File: src/rtl/hazard_ctrl_pkg.sv
// Shared types, cycle defaults and helpers for the pipeline hazard controller.
// Latency: n/a (declarations only).
// Backpressure: n/a.
package hazard_ctrl_pkg;

   localparam int MULT_CYCLES_DEF = 4;
   localparam int DIV_CYCLES_DEF  = 33;
   localparam int CNT_W_DEF       = 6;

   typedef enum logic {
      HZ_IDLE    = 1'b0,
      HZ_MD_BUSY = 1'b1
   } hz_state_t;

   // A producer register conflicts with an ID-stage source unless it is $0.
   function automatic logic reg_hit(input logic [4:0] rd,
                                    input logic [4:0] rs,
                                    input logic [4:0] rt);
      return (rd != 5'd0) && ((rd == rs) || (rd == rt));
   endfunction

endpackage

File: src/rtl/hazard_ctrl_if.sv
// Bundle of pipeline-side hazard inputs and stall/flush controls.
// Latency: n/a (wires only).
// Backpressure: the slave side holds the front end via pcWrite/ifIdWrite/idExWrite.
interface hazard_ctrl_if;
   logic [4:0] rs_ID;
   logic [4:0] rt_ID;
   logic       branch_ID;
   logic       memRead_ID_EX;
   logic       ctrlRegWrite_ID_EX;
   logic [4:0] rd_ID_EX;
   logic       memRead_EX_MEM;
   logic [4:0] rd_EX_MEM;
   logic       branchTaken_ID;
   logic       mdStart_EX;
   logic       mdIsDiv_EX;
   logic       pcWrite;
   logic       ifIdWrite;
   logic       idExWrite;
   logic       idExBubble;
   logic       ifIdFlush;
   logic       mdBusy;
   logic       mdDone;

   modport master (
      output rs_ID, rt_ID, branch_ID, memRead_ID_EX, ctrlRegWrite_ID_EX, rd_ID_EX,
             memRead_EX_MEM, rd_EX_MEM, branchTaken_ID, mdStart_EX, mdIsDiv_EX,
      input  pcWrite, ifIdWrite, idExWrite, idExBubble, ifIdFlush, mdBusy, mdDone
   );

   modport slave (
      input  rs_ID, rt_ID, branch_ID, memRead_ID_EX, ctrlRegWrite_ID_EX, rd_ID_EX,
             memRead_EX_MEM, rd_EX_MEM, branchTaken_ID, mdStart_EX, mdIsDiv_EX,
      output pcWrite, ifIdWrite, idExWrite, idExBubble, ifIdFlush, mdBusy, mdDone
   );
endinterface

File: src/rtl/hazard_ctrl_md_busy_counter.sv
// MULT/DIV occupancy counter: load, decrement towards zero, zero flag.
// Latency: load/decrement visible one cycle later; zero flag is combinational on cnt.
// Backpressure: none; decrement saturates at zero so the count never wraps.
module md_busy_counter #(
   parameter int CNT_W = 6
) (
   input  logic             clk,
   input  logic             rst,
   input  logic             load,
   input  logic [CNT_W-1:0] load_val,
   input  logic             dec,
   output logic [CNT_W-1:0] cnt,
   output logic             zero
);

   // Counter register: reset wins, then load, then saturating decrement.
   always_ff @(posedge clk) begin
      if (rst) begin
         cnt <= '0;
      end else if (load) begin
         cnt <= load_val;
      end else if (dec && (cnt != '0)) begin
         cnt <= cnt - CNT_W'(1);
      end
   end

   assign zero = (cnt == '0);

endmodule

File: src/rtl/hazard_ctrl.sv
// Pipeline hazard controller: MULT/DIV hold, load-use bubble, branch operand stall, taken-branch flush.
// Latency: all controls combinational from inputs and FSM state; MULT/DIV hold lasts the configured cycle count.
// Backpressure: drops pcWrite/ifIdWrite (and idExWrite for MULT/DIV) to hold the front end.
module hazard_ctrl
   import hazard_ctrl_pkg::*;
#(
   parameter int MULT_CYCLES = MULT_CYCLES_DEF,
   parameter int DIV_CYCLES  = DIV_CYCLES_DEF,
   parameter int CNT_W       = CNT_W_DEF
) (
   input  logic          clk,
   input  logic          rst,
   hazard_ctrl_if.slave  bus
);

   if ((MULT_CYCLES < 2) || (DIV_CYCLES < 2) ||
       (MULT_CYCLES >= (1 << CNT_W)) || (DIV_CYCLES >= (1 << CNT_W))) begin : g_bad_cfg
      $error("hazard_ctrl: MULT_CYCLES/DIV_CYCLES must be >= 2 and fit in CNT_W bits");
   end

   // The start cycle is the first stall cycle, so the counter covers the remaining N-1.
   localparam logic [CNT_W-1:0] MULT_LOAD = CNT_W'(MULT_CYCLES - 2);
   localparam logic [CNT_W-1:0] DIV_LOAD  = CNT_W'(DIV_CYCLES - 2);

   hz_state_t        state, state_nxt;
   logic [CNT_W-1:0] cnt, load_val;
   logic             cnt_zero, cnt_load, cnt_dec;
   logic             md_stall, md_done, lu_stall, br_stall, flush;

   md_busy_counter #(.CNT_W(CNT_W)) u_md_cnt (
      .clk      (clk),
      .rst      (rst),
      .load     (cnt_load),
      .load_val (load_val),
      .dec      (cnt_dec),
      .cnt      (cnt),
      .zero     (cnt_zero)
   );

   assign load_val = bus.mdIsDiv_EX ? DIV_LOAD : MULT_LOAD;

   // FSM state register.
   always_ff @(posedge clk) begin
      if (rst) begin
         state <= HZ_IDLE;
      end else begin
         state <= state_nxt;
      end
   end

   // FSM next state and counter control; a start seen while busy is ignored.
   always_comb begin
      state_nxt = state;
      cnt_load  = 1'b0;
      cnt_dec   = 1'b0;
      md_stall  = 1'b0;
      md_done   = 1'b0;
      case (state)
         HZ_IDLE: begin
            if (bus.mdStart_EX) begin
               md_stall  = 1'b1;
               cnt_load  = 1'b1;
               state_nxt = HZ_MD_BUSY;
            end
         end
         HZ_MD_BUSY: begin
            md_stall = 1'b1;
            if (cnt_zero) begin
               md_done   = 1'b1;
               state_nxt = HZ_IDLE;
            end else begin
               cnt_dec = 1'b1;
            end
         end
         default: state_nxt = HZ_IDLE;
      endcase
   end

   // Hazard detection in priority order: MULT/DIV > load-use > branch operand > flush.
   always_comb begin
      lu_stall = ~md_stall & bus.memRead_ID_EX & reg_hit(bus.rd_ID_EX, bus.rs_ID, bus.rt_ID);
      br_stall = ~md_stall & ~lu_stall & bus.branch_ID &
                 ((bus.ctrlRegWrite_ID_EX & reg_hit(bus.rd_ID_EX, bus.rs_ID, bus.rt_ID)) |
                  (bus.memRead_EX_MEM & reg_hit(bus.rd_EX_MEM, bus.rs_ID, bus.rt_ID)));
      flush    = bus.branchTaken_ID & ~md_stall & ~lu_stall & ~br_stall;
   end

   // Output drive; reset forces the free-running values immediately, even mid MULT/DIV.
   always_comb begin
      bus.pcWrite    = 1'b1;
      bus.ifIdWrite  = 1'b1;
      bus.idExWrite  = 1'b1;
      bus.idExBubble = 1'b0;
      bus.ifIdFlush  = 1'b0;
      bus.mdBusy     = 1'b0;
      bus.mdDone     = 1'b0;
      if (!rst) begin
         bus.mdBusy = md_stall;
         bus.mdDone = md_done;
         if (md_stall) begin
            bus.pcWrite   = 1'b0;
            bus.ifIdWrite = 1'b0;
            bus.idExWrite = 1'b0;
         end else if (lu_stall || br_stall) begin
            bus.pcWrite    = 1'b0;
            bus.ifIdWrite  = 1'b0;
            bus.idExBubble = 1'b1;
         end
         bus.ifIdFlush = flush;
      end
   end

endmodule

File: src/flat_wrapper.sv
// flat-port wrapper written by rule: the top's interface ports become plain ports
module hazard_ctrl_flat import hazard_ctrl_pkg::*;
#(
   parameter int MULT_CYCLES = MULT_CYCLES_DEF,
   parameter int DIV_CYCLES  = DIV_CYCLES_DEF,
   parameter int CNT_W       = CNT_W_DEF
)
  (clk, rst, bus_rs_ID, bus_rt_ID, bus_branch_ID, bus_memRead_ID_EX, bus_ctrlRegWrite_ID_EX, bus_rd_ID_EX, bus_memRead_EX_MEM, bus_rd_EX_MEM, bus_branchTaken_ID, bus_mdStart_EX, bus_mdIsDiv_EX, bus_pcWrite, bus_ifIdWrite, bus_idExWrite, bus_idExBubble, bus_ifIdFlush, bus_mdBusy, bus_mdDone);
  hazard_ctrl_if bus_i ();
  input  logic clk;
  input  logic rst;
  input wire logic [$bits(bus_i.rs_ID)-1:0] bus_rs_ID;
  input wire logic [$bits(bus_i.rt_ID)-1:0] bus_rt_ID;
  input wire logic [$bits(bus_i.branch_ID)-1:0] bus_branch_ID;
  input wire logic [$bits(bus_i.memRead_ID_EX)-1:0] bus_memRead_ID_EX;
  input wire logic [$bits(bus_i.ctrlRegWrite_ID_EX)-1:0] bus_ctrlRegWrite_ID_EX;
  input wire logic [$bits(bus_i.rd_ID_EX)-1:0] bus_rd_ID_EX;
  input wire logic [$bits(bus_i.memRead_EX_MEM)-1:0] bus_memRead_EX_MEM;
  input wire logic [$bits(bus_i.rd_EX_MEM)-1:0] bus_rd_EX_MEM;
  input wire logic [$bits(bus_i.branchTaken_ID)-1:0] bus_branchTaken_ID;
  input wire logic [$bits(bus_i.mdStart_EX)-1:0] bus_mdStart_EX;
  input wire logic [$bits(bus_i.mdIsDiv_EX)-1:0] bus_mdIsDiv_EX;
  output wire logic [$bits(bus_i.pcWrite)-1:0] bus_pcWrite;
  output wire logic [$bits(bus_i.ifIdWrite)-1:0] bus_ifIdWrite;
  output wire logic [$bits(bus_i.idExWrite)-1:0] bus_idExWrite;
  output wire logic [$bits(bus_i.idExBubble)-1:0] bus_idExBubble;
  output wire logic [$bits(bus_i.ifIdFlush)-1:0] bus_ifIdFlush;
  output wire logic [$bits(bus_i.mdBusy)-1:0] bus_mdBusy;
  output wire logic [$bits(bus_i.mdDone)-1:0] bus_mdDone;
  assign bus_i.rs_ID = bus_rs_ID;
  assign bus_i.rt_ID = bus_rt_ID;
  assign bus_i.branch_ID = bus_branch_ID;
  assign bus_i.memRead_ID_EX = bus_memRead_ID_EX;
  assign bus_i.ctrlRegWrite_ID_EX = bus_ctrlRegWrite_ID_EX;
  assign bus_i.rd_ID_EX = bus_rd_ID_EX;
  assign bus_i.memRead_EX_MEM = bus_memRead_EX_MEM;
  assign bus_i.rd_EX_MEM = bus_rd_EX_MEM;
  assign bus_i.branchTaken_ID = bus_branchTaken_ID;
  assign bus_i.mdStart_EX = bus_mdStart_EX;
  assign bus_i.mdIsDiv_EX = bus_mdIsDiv_EX;
  assign bus_pcWrite = bus_i.pcWrite;
  assign bus_ifIdWrite = bus_i.ifIdWrite;
  assign bus_idExWrite = bus_i.idExWrite;
  assign bus_idExBubble = bus_i.idExBubble;
  assign bus_ifIdFlush = bus_i.ifIdFlush;
  assign bus_mdBusy = bus_i.mdBusy;
  assign bus_mdDone = bus_i.mdDone;
  hazard_ctrl #(.MULT_CYCLES(MULT_CYCLES), .DIV_CYCLES(DIV_CYCLES), .CNT_W(CNT_W)) u_core (.clk(clk), .rst(rst), .bus(bus_i));
endmodule
File: config.mk
export PLATFORM = sky130hd
export DESIGN_NAME = hazard_ctrl_flat
export DESIGN_NICKNAME = d
export VERILOG_FILES = /design/src/rtl/hazard_ctrl_pkg.sv /design/src/rtl/hazard_ctrl_if.sv /design/src/rtl/hazard_ctrl_md_busy_counter.sv /design/src/rtl/hazard_ctrl.sv /design/src/flat_wrapper.sv
export SDC_FILE = /design/constraint.sdc
export NUM_CORES = 1
export LEC_CHECK = 0
export BUFFER_PORTS_ARGS = -buffer_cell sky130_fd_sc_hd__buf_2
export CORE_AREA = 4 4 47 49
export CTS_BUF_LIST = sky130_fd_sc_hd__clkbuf_4
export CTS_CLUSTER_DIAMETER = 40
export CTS_CLUSTER_SIZE = 10
export DETAILED_ROUTE_END_ITERATION = 7
export DIE_AREA = 0 0 51 53
export GPL_TIMING_DRIVEN = 0
export PLACE_DENSITY = 0.67
export SLEW_MARGIN = 20
export SYNTH_ARGS = -nofsm -noshare
export SYNTH_HDL_FRONTEND = slang
export SYNTH_SLANG_ARGS = --single-unit
File: constraint.sdc
create_clock -name clk -period 2 [get_ports clk]
set_input_delay 0.3 -clock clk [delete_from_list [all_inputs] [get_ports clk]]
set_output_delay 0.3 -clock clk [all_outputs]
set_load 0.03 [all_outputs]
# After elaboration in Yosys (flattened, before gate mapping)
# Index checks and enable logic that the tools add are counted.
# word_totals
word_cells,55
inputBits,29
output_inout_bits,7
ff_bits,7
# classes
bitwise_logic,15
n_reduce_logical,11
muxes,22
n_addsub,1
n_eq_ne,4
# op_table
operator,count
$eq 5x5->1,4
$mux 1,17
$mux 6,2
$and 1x1->1,10
$reduce_bool 5->1,2
$logic_not 6->1,1
$reduce_bool 6->1,1
$sub 6x1->6 const B,1
$mux 5,1
$not 1->1,4
$pmux 1 s2,2
$logic_and 1x1->1,3
$logic_or 1x1->1,3
$reduce_bool 2->1,1
$or 1x1->1,1

# Depth between registers and ports, before layout
# Gate-level depths: netlist of run 1.
# logic_depth
ltp_word,13
mapped_depth,7
mapped_depth_nobuf,7

# Cells and area by module
# A second synthesis of run 1 with hierarchy kept.
# unflattened
hier_cells,94
hier_area_um2,749.5
# by_module_without_submodules
mod,cells_each,area_each_um2,instances
hazard_ctrl,52,377.9,1
md_busy_counter,42,371.6,1

# Least setup slack after synthesis of run 1
# Ideal clock, no wire load.
# synth_path
path_type,input -> output
from,in bus_rd_ID_EX[4]
to,out bus_idExBubble
slack_ps,-8
t_required_ps,1700
cell_stages,5
arrival_ps,1708
cell_sequence,xnor2_1 > nand3_1 > o22ai_1 > a22oi_2 > nor4_1
# synth_between
elab_chain_cells,12
# synth_rtl
item,line,source
from (decl),flat_wrapper.sv:17,input wire logic [$bits(bus_i.rd_ID_EX)-1:0] bus_rd_ID_EX;
$eq 5x5->1,hazard_ctrl_pkg.sv:19,return (rd != 5'd0) && ((rd == rs) || (rd == rt));
$logic_or 1x1->1,hazard_ctrl_pkg.sv:19,
$logic_and 1x1->1 (*),hazard_ctrl_pkg.sv:19,
$and 1x1->1,hazard_ctrl.sv:81,"lu_stall = ~md_stall & bus.memRead_ID_EX & reg_hit(bus.rd_ID_EX, bus.rs_ID, bus.rt_ID);"
$not 1->1,hazard_ctrl.sv:82,br_stall = ~md_stall & ~lu_stall & bus.branch_ID &
$and 1x1->1 (3 in a row),hazard_ctrl.sv:82,
$logic_or 1x1->1 (*),hazard_ctrl.sv:104,end else if (lu_stall || br_stall) begin
$mux 1 (*),hazard_ctrl.sv:104,
$mux 1 (*),hazard_ctrl.sv:100,if (md_stall) begin
$mux 1 (*),hazard_ctrl.sv:97,if (!rst) begin
to (decl),flat_wrapper.sv:26,output wire logic [$bits(bus_i.idExBubble)-1:0] bus_idExBubble;
# Every way passes the cells marked *; elsewhere a longest branch is shown, timed or not.

# Final worst setup path of run 1
# layout_path
from,in bus_rd_EX_MEM[0]
to,out bus_ifIdFlush
# layout_between
elab_chain_cells,9
# layout_rtl
item,line,source
from (decl),flat_wrapper.sv:19,input wire logic [$bits(bus_i.rd_EX_MEM)-1:0] bus_rd_EX_MEM;
$eq 5x5->1,hazard_ctrl_pkg.sv:19,
$logic_or 1x1->1,hazard_ctrl_pkg.sv:19,
$logic_and 1x1->1 (*),hazard_ctrl_pkg.sv:19,
$and 1x1->1 (*),hazard_ctrl.sv:84,"(bus.memRead_EX_MEM & reg_hit(bus.rd_EX_MEM, bus.rs_ID, bus.rt_ID)));"
$or 1x1->1 (*),hazard_ctrl.sv:83,"((bus.ctrlRegWrite_ID_EX & reg_hit(bus.rd_ID_EX, bus.rs_ID, bus.rt_ID)) |"
$and 1x1->1 (*),hazard_ctrl.sv:82,
$not 1->1 (*),hazard_ctrl.sv:85,flush = bus.branchTaken_ID & ~md_stall & ~lu_stall & ~br_stall;
$and 1x1->1 (*),hazard_ctrl.sv:85,
$mux 1 (*),hazard_ctrl.sv:97,
to (decl),flat_wrapper.sv:27,output wire logic [$bits(bus_i.ifIdFlush)-1:0] bus_ifIdFlush;
# Marks and branches as above.

==> metrics.yaml, run 1 <==
cp_max_fo: 3
fmax_ghz: 0.4977
diodes: 0
die_w_um: 51
port_buffers: 35
ys_ff_latch: 7
clk_latency_ns: 0.25
grt_pass1_wl_um: 2780
fin_ws_ns: -0.009083
mostFrequentLayoutCells: "buf_2, xnor2_1, nor2_1, dfxtp_1, nand2_1"
syn_area_um2: 681.9
use_met3_pct: 4.225
initial_core_util_pct: 36.63
p_total_mw: 0.6016
synth_seq_area_share_pct: 20.55
syn_nets: 119
min_to: "u_core.state"
max_slew.worst_pin.slew_ns: 0.4354
leakagePower_nw: 0.4177
status: "finished, violations left"
finalSetupTns_ns: -0.009083
drive_gt1_share_pct: 37.40
clk_pin_slew_ns: 0.05
syn_to_final_growth_pct: 44.40
hp-class: "in2reg"
yosys_warnings: 0
critPathLaunchType: "input port"
grt_usage_pct: 13.40
violations: "negative setup slack"
rr_startpoint: "u_core.u_md_cnt.cnt[0]"
final.period_utilization_pct: 100.5
gr-max-usage-layer: "met2"
synthCells: 89
dpl.hpwl_um: 1507
rsz0062_at_grt: "true"
fin_worst_skew_ns: 0.002055
synth_top_family_by_area: "XOR/XNOR gates"
grt_overflow: 0
postCtsHoldBufs: 0
wl_per_cell_um: 11.78
vdd_drop_max_mv: 0.5102
grt_util_met2_pct: 25.75
cp-end-kind: "primary output"
met1_usage_pct: 13.32
required_ns: 1.70
pin_count: 36
rrSetupSlack_ns: 0.26
avgSynthCellArea_um2: 7.662
placedCellCount: 151
first_iter_violations: 9
rows: 16
grt_max_degree: 11
cts_tree: "built"
nets: 162
gp_congestion: 0.7453
cts_sinks: 7
synth-compound-area-share_pct: 22.02
htree_num_levels: 1
core_um2: 1862
final_util_pct: 52.89
slew_headroom_pct: 70.97
cts_buffers: 3
critPathArrivalTime_ns: 1.71
synth_xor_area_share_pct: 26.97
fin_crit_ns: 2.009
firstDrtPassIters: 4
path_class: "in2out"
final_common_cell: "buf_2"
dieHeight_um: 53
report.final.slew_viol_count: 0
drc_errors: 0
power-per-cell-area_nw_per_um2: 611.0
fillCellCount: 181
viasPerCell: 4.987
muxShareOfSynthArea_pct: 0
setup_viol: 1
min_path_cells: 3
cts-root-buf: "clkbuf_4"
postRouteAntennaNets: 0
antenna_found_initial: 0
fin_cells: 158
yosys.area_share.simple_pct: 24.77
hold_viol_final: 0
maxCapViolations: 0
rr_worst_depth: 7
crit_start: "bus_rd_EX_MEM[0]"
synth.distinct_cells: 29
worstHoldStart: "rst"
cts_buffer_depth: 2
routed-via-count: 788
design.die.area_um2: 2703
finalWirelength_um: 1862
grt_pass1_vias: 718
timing.rr.end: "u_core.u_md_cnt.cnt[2]"
synthAdderAreaFrac_pct: 1.835
==> per-stage QoR <==
step / area, um^2 / worst slack [ns] / hold slack [ns]
finish: 984.7 / -0.009083 / 0.3363
global route: 984.7 / -0.04060 / 0.3394
CTS: 937.1 / 0.008625 / 0.3263
detailed placement: 897.1 / -0.07892 / 0.5150
global placement: 897.1 / -0.06360 / 0.5019
floorplan: 688.2 / 0.1256 / 0.4729
==> registers in the layout, indices dropped and copies added, names as in the netlist <==
register and flops:
u_core.u_md_cnt.cnt 6, u_core.state 1
==> worst max path at each step <==
stage,end,slack (ns)
2_1_floorplan,bus_pcWrite,0.13
3_3_place_gp,bus_pcWrite,-0.06
3_5_place_dp,bus_pcWrite,-0.08
4_1_cts,bus_pcWrite,0.009
5_1_grt,bus_ifIdFlush,-0.04
6_report,bus_ifIdFlush,-0.009
==> layout make-up <==
type                            count  area (um^2)  area share (%)
Tap cell                           27        33.78           3.431
Buffer                              3        18.77           1.906
Clock buffer                        4        30.03           3.050
Sequential cell                     7        140.1           14.23
Inverter                            3        11.26           1.144
Multi-Input combinational cell     76        521.8           52.99
Timing Repair Buffer               38        229.0           23.25
==> routing by layer <==
layer	share of wire, %	wire, um	vias to the layer above
met4	1.5	27	0
li1	-	-	398
met5	0	0	-
met2	49	911	31
met1	40	746	355
met3	9.5	176	4
==> Yosys cell counts (all sizes together) <==
| library cell | number | area (um^2) |
|---|---|---|
| xnor2 | 20 | 175.2 |
| nor2 | 10 | 37.54 |
| dfxtp | 7 | 140.1 |
| nand2 | 6 | 22.52 |
| a21oi | 5 | 28.78 |
| nand3 | 5 | 25.02 |
| a22oi | 4 | 35.03 |
| o21ai | 4 | 20.02 |
| inv | 3 | 11.26 |
| nor3 | 3 | 15.01 |
| a311oi | 2 | 17.52 |
| clkbuf | 2 | 7.510 |
| nand2b | 2 | 12.51 |
| nor2b | 2 | 12.51 |
| o22ai | 2 | 12.51 |
| a21o | 1 | 8.760 |
| a22o | 1 | 8.760 |
| and4b | 1 | 10.01 |
| buf | 1 | 7.510 |
| ha | 1 | 12.51 |
| nor4 | 1 | 6.260 |
| nor4b | 1 | 15.01 |
| o311a | 1 | 10.01 |
| o41ai | 1 | 8.760 |
| or2 | 1 | 6.260 |
| or3 | 1 | 6.260 |
| xor2 | 1 | 8.760 |
==> cell families after synthesis <==
family	after synthesis
flip-flops	7
XOR/XNOR	21
buffers and inverters	6
AND/OR/NAND/NOR	33
AO/OA/AOI/OAI	21
adder cells (fa/ha/maj)	1
==> worst max-delay path, stage by stage <==
cell	delay, ns
buf_8	0.10
or3_1	0.37
o311a_1	0.35
a22oi_2	0.20
and4b_1	0.25
buf_6	0.14
==> power breakdown <==
part | internal, mW | switching, mW | total, mW
logic | 0.131 | 0.144 | 0.274
registers | 0.162 | 0.0231 | 0.185
clock network | 0.0897 | 0.0527 | 0.142
==> timing repair <==
action / 4_1_cts / 5_1_grt
pin swaps: 1 / 4
buffers inserted: 1 / 2
setup endpoints to repair: 3 / 3
gates resized for setup: 1 / 12
(Power assumes the default switching activity.)
==> run 2: changes to the inputs <==
- clock period: 2 -> 2.3 ns (I/O delays scaled with it)
==> run 2 against run 1 <==
Compared with the run above: the run now ends clean; global-route usage increased by 0.58 points; via count decreased by 0.76%; clock skew increased by 0.00080 ns; register-to-register slack improved by 0.33 ns; worst setup slack improved by 0.19 ns; die area unchanged; non-clock buffer count decreased by 3; sequential power decreased by 13%; critical path depth increased by 1; sequential share of layout area increased by 0.99 points.
==> metrics.yaml, run 2 (synthesis results as in run 1) <==
rrSetupSlack_ns: 0.59
htree_num_levels: 1
crit_path_frequent_cell: "buf_2"
switching_share_pct: 37.28
pwr-share-clk_pct: 24.7
pin_count: 36
vdd_drop_max_mv: 0.3701
dpl.hpwl_um: 1512
hp-class: "in2reg"
syn_to_final_growth_pct: 35.05
leakagePower_nw: 0.3933
rsz0062_at_grt: "false"
drive_gt1_share_pct: 35.16
p_sw_mw: 0.1914
critPathMaxStageDelay_ns: 0.38
seqPwrFrac_pct: 31.4
fin_worst_skew_ns: 0.002853
largest_register_ffs: 6
critical_path.slowest_cell: "or3_1"
final_common_cell: "buf_2"
initial_core_util_pct: 36.63
mostFrequentLayoutCells: "buf_2, xnor2_1, nor2_1, dfxtp_1, nand2_1"
internal-power_mw: 0.3221
cts-root-buf: "clkbuf_4"
hold_viol_final: 0
design.die.area_um2: 2703
grt_max_degree: 11
post_cts_buffers: 0
combPwrFrac_pct: 43.9
cts_tree: "built"
die_w_um: 51
clk_latency_ns: 0.25
final.period_utilization_pct: 92.17
gp_congestion: 0.7761
placed_area_um2: 890.9
use_met3_pct: 2.254
fin_crit_ns: 2.120
routed-via-count: 782
cp-end-kind: "primary output"
cts_buffers: 3
drc_errors: 0
timing.hold.ws_ns: 0.3751
wl_per_cell_um: 11.99
regMostFlops: "u_core.u_md_cnt.cnt"
core_um2: 1862
fillCellCount: 199
rr_worst_depth: 7
maxCapViolations: 0
fin_area_um2: 920.9
grt_usage_pct: 13.98
grt_pass1_vias: 725
postRouteAntennaNets: 0
crit_start: "bus_rd_EX_MEM[1]"
rr_startpoint: "u_core.u_md_cnt.cnt[0]"
critPathArrivalTime_ns: 1.77
rows: 16
power-per-cell-area_nw_per_um2: 557.6
port_buffers: 35
clk_pin_slew_ns: 0.05
antenna_found_initial: 0
top_regs: "u_core.u_md_cnt.cnt x6, u_core.state x1"
met1_usage_pct: 14.29
gr-max-usage-layer: "met2"
viasPerCell: 5.045
cts_buffer_depth: 2
grt_overflow: 0
nets: 159
max_slew.worst_pin.slew_ns: 0.4261
path_class: "in2out"
fmax_ghz: 0.4717
cp-endpoint: "bus_pcWrite"
first_iter_violations: 16
diodes: 0
slew_headroom_pct: 71.38
required_ns: 1.96
ctsResizeCount: 0
timing.rr.end: "u_core.u_md_cnt.cnt[4]"
firstDrtPassIters: 4
finalWirelength_um: 1858
finalSetupTns_ns: 0
status: "complete, no violations"
grt_pass1_wl_um: 2863
dieHeight_um: 53
grt_util_met2_pct: 26.61
cts_sinks: 7
postCtsHoldBufs: 0
crit_chain: "buf_2 -> or3_1 -> o311a_1 -> a22oi_2 -> a21o_2 -> buf_4 -> buf_2"
cp_max_fo: 3
setup_viol: 0
report.final.slew_viol_count: 0
critPathLaunchType: "input port"
## run 2: changes by cell type in the layout (fill, tap and decap cells not counted), sizes merged
cell | before | now
buf | 39 | 36
## run 2: worst max-delay path, delay by kind of cell
family          cells  cell delay, ns
buf+inv             3            0.39
compound gates      3            0.66
simple gates        1            0.38
## run 2: power groups by stage
stage | Sequential [mW] | Combinational [mW] | Clock (mW)
after floorplan | 0.159 | 0.158 | 0
after global placement | 0.163 | 0.219 | 0
after detailed placement | 0.164 | 0.224 | 0
after CTS | 0.161 | 0.226 | 0.132
after global routing | 0.164 | 0.250 | 0.136
final | 0.161 | 0.225 | 0.127
## run 2: stage by stage
step / util [%] / instances / worst slack [ns] / power, mW
after floorplan: - / 89 / 0.2025 / 0.3167
after global placement: 47.85 / 151 / 0.1651 / 0.3822
after detailed placement: 47.85 / 151 / 0.1693 / 0.3879
after global routing: 49.46 / 155 / 0.1144 / 0.5506
final: 49.46 / 155 / 0.1800 / 0.5135
after CTS: 49.46 / 155 / 0.1684 / 0.5193
## run 2: cell type report
type,count,area [um^2],share of cell area [%]
Buffer,3,15.01,1.630
Clock buffer,4,30.03,3.261
Inverter,3,11.26,1.223
Multi-Input combinational cell,76,515.5,55.98
Sequential cell,7,140.1,15.22
Tap cell,27,33.78,3.668
Timing Repair Buffer,35,175.2,19.02
## run 2: how the worst min path moves through the flow
stage	startpoint	to	depth (start not counted)
floorplan	u_core.u_md_cnt.cnt[0]	u_core.u_md_cnt.cnt[0]	1
global placement	u_core.u_md_cnt.cnt[1]	u_core.u_md_cnt.cnt[1]	2
detailed placement	u_core.u_md_cnt.cnt[0]	u_core.u_md_cnt.cnt[0]	1
CTS	rst	u_core.state	3
global route	rst	u_core.state	3
finish	rst	u_core.state	3
## run 2: per-layer routing
| metal | routed length (um) | up-vias |
|---|---|---|
| met2 | 859 | 35 |
| met1 | 774 | 346 |
| met3 | 190 | 5 |
| met5 | 0 | - |
| met4 | 33 | 0 |
| li1 | - | 396 |
